$ cat src/rtl/adc_stage_code_gen_if.sv
// adc_stage_code_gen_if: word/sweep request inputs and stage thermometer outputs of adc_stage_code_gen
// Signals: in_code/in_valid/in_ready word handshake; sweep_start/sweep_lo/sweep_hi sweep request;
//   t1..t5 stage thermometer codes; word_last end-of-word pulse; busy; oor_err sticky range flag.
// master = stimulus side, slave = the code generator.
interface adc_stage_code_gen_if;
  logic [12:0] in_code;
  logic in_valid;
  logic in_ready;
  logic sweep_start;
  logic [12:0] sweep_lo;
  logic [12:0] sweep_hi;
  logic [13:0] t1;
  logic [5:0] t2;
  logic [5:0] t3;
  logic [5:0] t4;
  logic [14:0] t5;
  logic word_last;
  logic busy;
  logic oor_err;
  modport master (
    output in_code, in_valid, sweep_start, sweep_lo, sweep_hi,
    input in_ready, t1, t2, t3, t4, t5, word_last, busy, oor_err
  );
  modport slave (
    input in_code, in_valid, sweep_start, sweep_lo, sweep_hi,
    output in_ready, t1, t2, t3, t4, t5, word_last, busy, oor_err
  );
endinterface

$ cat src/rtl/adc_stage_code_gen.sv
// adc_stage_code_gen: splits a 13-bit code into five skewed stage thermometer codes, with optional code sweep
// Ports: clk_p1_delay clock; rst synchronous active-high reset;
//   bus (adc_stage_code_gen_if.slave): in_code/in_valid/in_ready word input, sweep_start/sweep_lo/sweep_hi
//   sweep request, t1(14b) t2/t3/t4(6b) t5(15b) stage codes, word_last, busy, oor_err.
// Build option: define CODE_SWEEP_EN to include the SWEEP/DRAIN sweep generator; otherwise the
//   sweep inputs are ignored and the block only converts handshaken words.
module adc_stage_code_gen #(
  parameter logic [12:0] SWEEP_STEP = 13'd1
) (
  input logic clk_p1_delay,
  input logic rst,
  adc_stage_code_gen_if.slave bus
);
  typedef enum logic [1:0] {IDLE, SWEEP, DRAIN} state_t;
  state_t r_state, w_next;
  logic [5:0] r_v;
  logic [12:0] r_c0;
  logic [8:0] r_c1;
  logic [6:0] r_c2;
  logic [4:0] r_c3;
  logic [2:0] r_c4;
  logic [13:0] r_t1;
  logic [5:0] r_t2, r_t3, r_t4;
  logic [14:0] r_t5;
  logic r_oor;
  logic w_inj, w_oor, w_ready;
  logic [12:0] w_raw, w_sat;
  function automatic logic [14:0] therm(input logic [3:0] n);
    return 15'((32'd1 << n) - 32'd1);
  endfunction
  always_ff @(posedge clk_p1_delay)
    r_state <= rst ? IDLE : w_next;
`ifdef CODE_SWEEP_EN
  logic [12:0] r_cur, r_hi;
  logic [13:0] w_step;
  logic w_more;
  // one extra bit catches 13-bit overflow of the running sweep code
  assign w_step = {1'b0, r_cur} + {1'b0, SWEEP_STEP};
  assign w_more = ~w_step[13] & (w_step[12:0] <= r_hi);
  always_comb
    w_next = r_state == IDLE ? (bus.sweep_start ? SWEEP : IDLE) :
             r_state == SWEEP ? (w_more ? SWEEP : DRAIN) :
             (|r_v ? DRAIN : IDLE);
  always_ff @(posedge clk_p1_delay)
    if (r_state == IDLE && bus.sweep_start) begin
      r_cur <= bus.sweep_lo;
      r_hi <= bus.sweep_hi;
    end else if (r_state == SWEEP && w_more) r_cur <= w_step[12:0];
`else
  logic w_unused;
  assign w_unused = ^{bus.sweep_start, bus.sweep_lo, bus.sweep_hi, SWEEP_STEP};
  assign w_next = IDLE;
`endif
  always_comb begin
`ifdef CODE_SWEEP_EN
    w_ready = r_state == IDLE & ~bus.sweep_start & ~rst;
    w_raw = r_state == SWEEP ? r_cur : bus.in_code;
    w_inj = r_state == SWEEP | (bus.in_valid & w_ready);
`else
    w_ready = ~rst;
    w_raw = bus.in_code;
    w_inj = bus.in_valid & w_ready;
`endif
    w_oor = w_raw[12:9] > 4'd13;
    w_sat = w_oor ? 13'h1BFF : w_raw;
  end
  // r_v[0] marks the captured word, r_v[k] the stage whose t_k just loaded; r_v[5] is word_last
  always_ff @(posedge clk_p1_delay) begin
    if (rst) begin
      r_v <= '0;
      r_t1 <= '0;
      r_t2 <= '0;
      r_t3 <= '0;
      r_t4 <= '0;
      r_t5 <= '0;
      r_oor <= 1'b0;
    end else begin
      r_v <= {r_v[4:0], w_inj};
      r_oor <= r_oor | (w_inj & w_oor);
      if (r_v[0]) r_t1 <= 14'(therm(r_c0[12:9]));
      if (r_v[1]) r_t2 <= 6'(therm({2'b0, r_c1[8:7]}));
      if (r_v[2]) r_t3 <= 6'(therm({2'b0, r_c2[6:5]}));
      if (r_v[3]) r_t4 <= 6'(therm({2'b0, r_c3[4:3]}));
      if (r_v[4]) r_t5 <= therm({1'b0, r_c4[2:0]});
    end
  end
  // each stage forwards only the fields still to be decoded downstream
  always_ff @(posedge clk_p1_delay) begin
    if (w_inj) r_c0 <= w_sat;
    r_c1 <= r_c0[8:0];
    r_c2 <= r_c1[6:0];
    r_c3 <= r_c2[4:0];
    r_c4 <= r_c3[2:0];
  end
  assign bus.in_ready = w_ready;
  assign bus.t1 = r_t1;
  assign bus.t2 = r_t2;
  assign bus.t3 = r_t3;
  assign bus.t4 = r_t4;
  assign bus.t5 = r_t5;
  assign bus.word_last = r_v[5];
  assign bus.busy = (r_state != IDLE) | (|r_v);
  assign bus.oor_err = r_oor;
endmodule
$ cat src/flat_wrapper.sv
// flat-port wrapper written by rule: the top's interface ports become plain ports
module adc_stage_code_gen_flat 
#(
  parameter logic [12:0] SWEEP_STEP = 13'd1
)
  (clk_p1_delay, rst, bus_in_code, bus_in_valid, bus_sweep_start, bus_sweep_lo, bus_sweep_hi, bus_in_ready, bus_t1, bus_t2, bus_t3, bus_t4, bus_t5, bus_word_last, bus_busy, bus_oor_err);
  adc_stage_code_gen_if bus_i ();
  input logic clk_p1_delay;
  input logic rst;
  input wire logic [$bits(bus_i.in_code)-1:0] bus_in_code;
  input wire logic [$bits(bus_i.in_valid)-1:0] bus_in_valid;
  input wire logic [$bits(bus_i.sweep_start)-1:0] bus_sweep_start;
  input wire logic [$bits(bus_i.sweep_lo)-1:0] bus_sweep_lo;
  input wire logic [$bits(bus_i.sweep_hi)-1:0] bus_sweep_hi;
  output wire logic [$bits(bus_i.in_ready)-1:0] bus_in_ready;
  output wire logic [$bits(bus_i.t1)-1:0] bus_t1;
  output wire logic [$bits(bus_i.t2)-1:0] bus_t2;
  output wire logic [$bits(bus_i.t3)-1:0] bus_t3;
  output wire logic [$bits(bus_i.t4)-1:0] bus_t4;
  output wire logic [$bits(bus_i.t5)-1:0] bus_t5;
  output wire logic [$bits(bus_i.word_last)-1:0] bus_word_last;
  output wire logic [$bits(bus_i.busy)-1:0] bus_busy;
  output wire logic [$bits(bus_i.oor_err)-1:0] bus_oor_err;
  assign bus_i.in_code = bus_in_code;
  assign bus_i.in_valid = bus_in_valid;
  assign bus_i.sweep_start = bus_sweep_start;
  assign bus_i.sweep_lo = bus_sweep_lo;
  assign bus_i.sweep_hi = bus_sweep_hi;
  assign bus_in_ready = bus_i.in_ready;
  assign bus_t1 = bus_i.t1;
  assign bus_t2 = bus_i.t2;
  assign bus_t3 = bus_i.t3;
  assign bus_t4 = bus_i.t4;
  assign bus_t5 = bus_i.t5;
  assign bus_word_last = bus_i.word_last;
  assign bus_busy = bus_i.busy;
  assign bus_oor_err = bus_i.oor_err;
  adc_stage_code_gen #(.SWEEP_STEP(SWEEP_STEP)) u_core (.clk_p1_delay(clk_p1_delay), .rst(rst), .bus(bus_i));
endmodule
$ cat config.mk
export PLATFORM = sky130hd
export DESIGN_NAME = adc_stage_code_gen_flat
export DESIGN_NICKNAME = d
export VERILOG_FILES = /design/src/rtl/adc_stage_code_gen_if.sv /design/src/rtl/adc_stage_code_gen.sv /design/src/flat_wrapper.sv
export SDC_FILE = /design/constraint.sdc
export NUM_CORES = 1
export LEC_CHECK = 0
export ABC_CLOCK_PERIOD_IN_PS = 2800
export BUFFER_PORTS_ARGS = -buffer_cell sky130_fd_sc_hd__buf_2
export CAP_MARGIN = 20
export CORE_MARGIN = 10
export CORE_UTILIZATION = 50
export DETAILED_ROUTE_END_ITERATION = 10
export PLACE_DENSITY = 0.78
export SLEW_MARGIN = 15
export SYNTH_ARGS = -nofsm -noshare
export SYNTH_HDL_FRONTEND = slang
export SYNTH_SLANG_ARGS = --single-unit
$ cat constraint.sdc
create_clock -name clk_p1_delay -period 2.8 [get_ports clk_p1_delay]
set_clock_uncertainty 0.1 [all_clocks]
set_input_delay 0 -clock clk_p1_delay [delete_from_list [all_inputs] [get_ports clk_p1_delay]]
set_output_delay 0 -clock clk_p1_delay [all_outputs]
set_load 0.02 [all_outputs]
# After elaboration in Yosys (flattened, before gate mapping)
# Index checks and enable logic that the tools add are counted.
[classes]
add_sub_neg = 5
mul = 0
div = 0
magnitude_cmp = 1
eq_ne = 0
shifts = 5
mux = 0
bitwise_logic = 4
n_reduce_logical = 1
[ops]
columns = ["op", "n"]
rows = [
  ["left shift 1 x 2 -> 6 bit, first input constant", 3],
  ["subtractor 6 x 1 -> 6 bit, second input constant", 3],
  ["left shift 1 x 3 -> 15 bit, first input constant", 1],
  ["subtractor 15 x 1 -> 15 bit, second input constant", 1],
  ["left shift 1 x 4 -> 14 bit, first input constant", 1],
  ["subtractor 14 x 1 -> 14 bit, second input constant", 1],
  ["OR reduction 6 bit", 1],
  ["greater-than comparator 4 bit, second input constant", 1],
  ["AND 1 bit", 2],
  ["inverter 1 bit", 1],
  ["bitwise OR 1 bit", 1],
]
[totals]
register_bits = 91
latchBits = 0
ram_bits = 0
rom_bits = 0
inputBits = 43
word_cells = 28
n_memories = 0

# Logic depth before layout (Yosys ltp)
[depth]
depth_word = 4
depth_mapped = 8

# Worst setup path after synthesis
# OpenSTA, ideal clock, no wires.
[synth_path]
path_type = "register to register"
start = "register u_core.r_c0[9]"
end = "register u_core.r_t1[10], in the netlist u_core.bus.t1[10]"
setup_time_ps = 92
t_arrival_ps = 1865
required_time_ps = 2608
setup_slack_ps = 743
path_stages_with_launch = 8
path_buffers = 2
synth_period_minus_slack_ps = 2057
cell_sequence = "edfxtp_1 -> buf_6 -> or4_4 -> ha_1 -> clkbuf_1 -> and4bb_2 -> a21oi_1 -> o32ai_1"
[synth_between]
elab_chain_len = 2
[synth_lines]
columns = ["item", "line", "source"]
rows = [
  ["start, declared", "adc_stage_code_gen.sv:17", "logic [12:0] r_c0;"],
  ["start signal, assigned", "adc_stage_code_gen.sv:89", "if (w_inj) r_c0 <= w_sat;"],
  ["left shift 1 x 4 -> 14 bit", "adc_stage_code_gen.sv:29", "return 15'((32'd1 << n) - 32'd1);"],
  ["subtractor 14 x 1 -> 14 bit", "adc_stage_code_gen.sv:29", ""],
  ["end signal, assigned", "adc_stage_code_gen.sv:80", "if (r_v[0]) r_t1 <= 14'(therm(r_c0[12:9]));"],
  ["end, declared", "adc_stage_code_gen.sv:22", "logic [13:0] r_t1;"],
]
# Every way passes these cells.
# A chain may end at the register's enable or synchronous reset.

# Worst setup path in the final report
[layout_path]
start = "register u_core.r_c0[10]"
end = "register u_core.r_t1[10], in the netlist u_core.bus.t1[10]"
# Same word-level chain as after synthesis.

==> flow_summary.rst <==
.. list-table::
   :header-rows: 1

   * - Metric
     - Value
   * - Result of the run
     - completed
   * - Setup repair bufs after CTS
     - 0
   * - Placed instance count
     - 391
   * - Fraction of synthesized cell area in xor and xnor cells
     - 0.571%
   * - Power per cell area
     - 629 nW/um^2
   * - Kind of critical path
     - reg -> reg
   * - Depth of the worst register-to-register path
     - 5
   * - Layer carrying the most global-route usage
     - met2
   * - Number of synthesized register bits
     - 87
   * - Startpoint of the most critical register-to-register path
     - u_core.r_c0[10]
   * - Number of synthesized flops with an enable pin
     - 13
   * - Hold Crit Class
     - reg -> reg
   * - Routed wire length per instance
     - 13.6 um
   * - Ratio of cells with drive above 1 in the final layout
     - 26.1%
   * - Area of combinational cells with multiple inputs
     - 1040 sq um
   * - Main combinational cell family by area after synthesis
     - simple AND/OR/NAND/NOR gates
   * - Maximum capacitance violations
     - 0
   * - Simple-gate share of the synthesized area
     - 18.9%
   * - Transition time of the tightest slew-check pin
     - 0.778 ns
   * - Later-pin clock latency in the skew report
     - 0.34 ns
   * - Register-to-register path setup slack
     - 0.58 ns
   * - Endpoint arrival time on the critical path
     - 2.37 ns
   * - Port-buffer cells
     - 63
   * - Number of primary I/O pins
     - 94
   * - Final setup violation count
     - 0
   * - Via count of the first global-routing pass
     - 2052
   * - Vertical extent of the die
     - 98.3 um
   * - Final WL
     - 5.76 mm
   * - Clock H-tree levels
     - 3
   * - Final setup margin
     - 0.578 ns
   * - Filler-free cell count of the finished design
     - 423
   * - Routed via count divided by cell count
     - 4.94
   * - Clock slew seen by the registers of the worst setup and hold paths
     - 0.08 ns
   * - Unrepaired setup endpoints after global routing
     - false
   * - Hold Violations, Final
     - 0
   * - Kind of start point of the critical path
     - flip-flop
   * - Top FF cell, synth
     - sky130_fd_sc_hd__dfxtp_1
   * - Post-DP HPWL
     - 3.95 mm
   * - Final clock period utilization by the worst path
     - 79.4%
   * - Overflow after GRT
     - 0
   * - Die outline area
     - 9670 sq um
   * - Number of cells upsized or downsized after cts
     - 0
   * - Endpoint kind of the worst setup timing path
     - flip-flop
   * - Data required time of the worst path
     - 2.95 ns
   * - Sequential element share of the synthesized area
     - 61.0%
   * - Initial Utilization
     - 51.5%
   * - Placer's final routability congestion estimate
     - 0.749
   * - First-pass DRT Iterations
     - 4
   * - Cell row count
     - 28
   * - Met2 Usage GRT
     - 17.8%
   * - Most common cell after layout, fill and taps aside
     - sky130_fd_sc_hd__dfxtp_1
   * - Gate Count Post-Synth
     - 274
   * - Final critical delay including setup and external delays
     - 2.22 ns
   * - Overall fraction of global-route tracks in use
     - 12.0%
   * - Timing endpoint of the critical path
     - u_core.bus.t1[10]
   * - TritonCTS clock tree
     - yes
   * - First-pass GRT wire length
     - 9.70 mm
   * - Die boundary width
     - 98.3 um
   * - Worst r2r dst
     - u_core.bus.t1[10]
   * - Top fanout value on the critical path
     - 13
   * - Most frequent cells in the layout
     - sky130_fd_sc_hd__dfxtp_1, sky130_fd_sc_hd__buf_2, sky130_fd_sc_hd__nand2b_1
   * - Buffer depth of the longest clock path
     - 2
   * - Ant diodes
     - 0
   * - Adder-cell share of the synthesized area
     - 2.04%
   * - Core Footprint
     - 5960 sq um
   * - Clock sinks
     - 87
   * - Post-synth ARST share
     - 0%
   * - Met1 capacity usage during global routing
     - 14.4%
   * - Number of warnings printed during yosys synthesis
     - 0
   * - Area added between synthesis and finish
     - 19.9%
   * - Worst setup slack after placement
     - 0.589 ns
   * - Pin count of the biggest net entering global routing
     - 48
   * - Compound-Gate Fraction of Synth Area
     - 9.54%
   * - Iteration-0 DRC Markers
     - 77
   * - Slew HR
     - 48.0%
   * - Source of the worst hold timing path
     - u_core.r_c2[2]
   * - Reg area
     - 1870 sq um
   * - Peak supply drop
     - 0.364 mV
   * - Number of antenna violations at the first check in global routing
     - 0
   * - Pins over their slew limit
     - 0
   * - DRC viols
     - 0
   * - Antenna-violating nets left
     - 0
   * - Combined area of all synthesized cells
     - 3070 sq um
   * - Aggregate negative setup slack
     - 0 ns
   * - Filler cell count in the final layout
     - 509
   * - Startpoint of the most critical setup path
     - u_core.r_c0[10]
   * - Share of synthesized area spent on multiplexers
     - 2.61%
   * - Unique cell type count in the Yosys netlist
     - 47
   * - Maximum operating frequency
     - 0.450 GHz
   * - Clock root buffer
     - sky130_fd_sc_hd__clkbuf_8
   * - Number of clock buffers inserted by TritonCTS
     - 9
   * - Mean instance size in the synthesized netlist
     - 11.2 sq um
   * - Detailed-route via count
     - 2088
   * - Total Nets Final
     - 391
   * - Static leakage
     - 1.53 nW
   * - GR met3 Demand/Resource
     - 5.36%
metal layers:
layer	up-vias	wire length, um
li1	1074	-
met1	951	2650
met2	53	2590
met3	10	430
met4	0	82
met5	-	0
cell usage after synthesis (2+ instances only):
| master | n | area (sq um) |
|---|---|---|
| sky130_fd_sc_hd__dfxtp_1 | 74 | 1480 |
| sky130_fd_sc_hd__nand2b_1 | 30 | 188 |
| sky130_fd_sc_hd__nor2_1 | 26 | 97.6 |
| sky130_fd_sc_hd__a21oi_1 | 20 | 100 |
| sky130_fd_sc_hd__edfxtp_1 | 13 | 390 |
| sky130_fd_sc_hd__clkbuf_1 | 10 | 37.5 |
| sky130_fd_sc_hd__mux2i_1 | 8 | 80.1 |
| sky130_fd_sc_hd__nand3_1 | 8 | 40.0 |
| sky130_fd_sc_hd__nor2b_1 | 7 | 43.8 |
| sky130_fd_sc_hd__a211oi_1 | 6 | 45.0 |
| sky130_fd_sc_hd__buf_2 | 6 | 30.0 |
| sky130_fd_sc_hd__buf_4 | 5 | 37.5 |
| sky130_fd_sc_hd__ha_1 | 5 | 62.6 |
| sky130_fd_sc_hd__and2_1 | 4 | 25.0 |
| sky130_fd_sc_hd__nand3b_1 | 4 | 30.0 |
| sky130_fd_sc_hd__buf_6 | 3 | 33.8 |
| sky130_fd_sc_hd__nand2_1 | 3 | 11.3 |
| sky130_fd_sc_hd__nor3b_1 | 3 | 22.5 |
| sky130_fd_sc_hd__o22ai_1 | 3 | 18.8 |
| sky130_fd_sc_hd__or2_2 | 3 | 18.8 |
| sky130_fd_sc_hd__a311oi_1 | 2 | 17.5 |
| sky130_fd_sc_hd__nor3_1 | 2 | 10.0 |
| sky130_fd_sc_hd__o2111ai_1 | 2 | 17.5 |
| sky130_fd_sc_hd__o211ai_1 | 2 | 15.0 |
| sky130_fd_sc_hd__o21ai_0 | 2 | 10.0 |
| sky130_fd_sc_hd__xnor2_1 | 2 | 17.5 |
worst min-delay path by stage:
stage,to,slack (ns),depth (start not counted)
final,u_core.r_c3[2],0.23,0
after floorplan,u_core.r_v[0],0.03,1
after detailed placement,u_core.r_c0[12],0.12,1
after global placement,u_core.r_c0[11],0.12,1
after global routing,u_core.r_c2[4],0.23,0
after CTS,u_core.r_c0[4],0.11,2
timing repair:
action / in CTS / in global routing
hold endpoints to repair: 15 / 4
hold buffers: 14 / 1
setup endpoints to repair: 0 / 0
layout make-up:
type                       count  area share, %
clock buffer                   9           3.37
clock inverter                 7           1.29
inverter                       1          0.102
multi-input combinational    162           28.4
sequential                    87           50.8
tap                           75           2.55
timing repair buffer          82           13.5
worst max-delay path, stage by stage, from the launching register on:
cell	delay, ns
sky130_fd_sc_hd__edfxtp_1	0.57
sky130_fd_sc_hd__or4_4	0.58
sky130_fd_sc_hd__ha_1	0.29
sky130_fd_sc_hd__and4bb_2	0.31
sky130_fd_sc_hd__a21oi_1	0.04
sky130_fd_sc_hd__o32ai_1	0.25
registers in the layout (all words and copies together) (netlist names):
register	count
u_core.bus.t2	5
u_core.r_c3	5
u_core.bus.t5	14
u_core.bus.t1	14
u_core.r_c4	3
u_core.r_c2	7
u_core.bus.t3	5
u_core.r_c0	13
u_core.bus.t4	5
u_core.r_c1	9
u_core.bus.oor_err	1
u_core.r_v	6
cells by family after synthesis:
family	count (synthesis)
AO/OA/AOI/OAI	45
XOR/XNOR	2
other	1
AND/OR/NAND/NOR	99
buffers and inverters	27
multiplexers	8
adder cells (fa/ha/maj)	5
flip-flops	87
per-stage QoR:
step           power, W  instance area (sq um)  hold WS [ns]  util (%)
3_5_place_dp    0.00157                   3350         0.120      56.3
3_3_place_gp    0.00156                   3350         0.120      56.3
6_report        0.00231                   3680         0.231      61.8
2_1_floorplan   0.00152                   3080        0.0282         -
4_1_cts         0.00234                   3660         0.110      61.5
5_1_grt         0.00243                   3680         0.230      61.8
power by group:
| group | switching (W) | total [W] | leakage [nW] | internal [W] |
|---|---|---|---|---|
| combinational | 0.000100 | 0.000187 | 0.714 | 0.0000864 |
| sequential | 0.0000446 | 0.00137 | 0.732 | 0.00133 |
| clock | 0.000434 | 0.000756 | 0.0820 | 0.000322 |
Power figures use the tool's default switching activity.
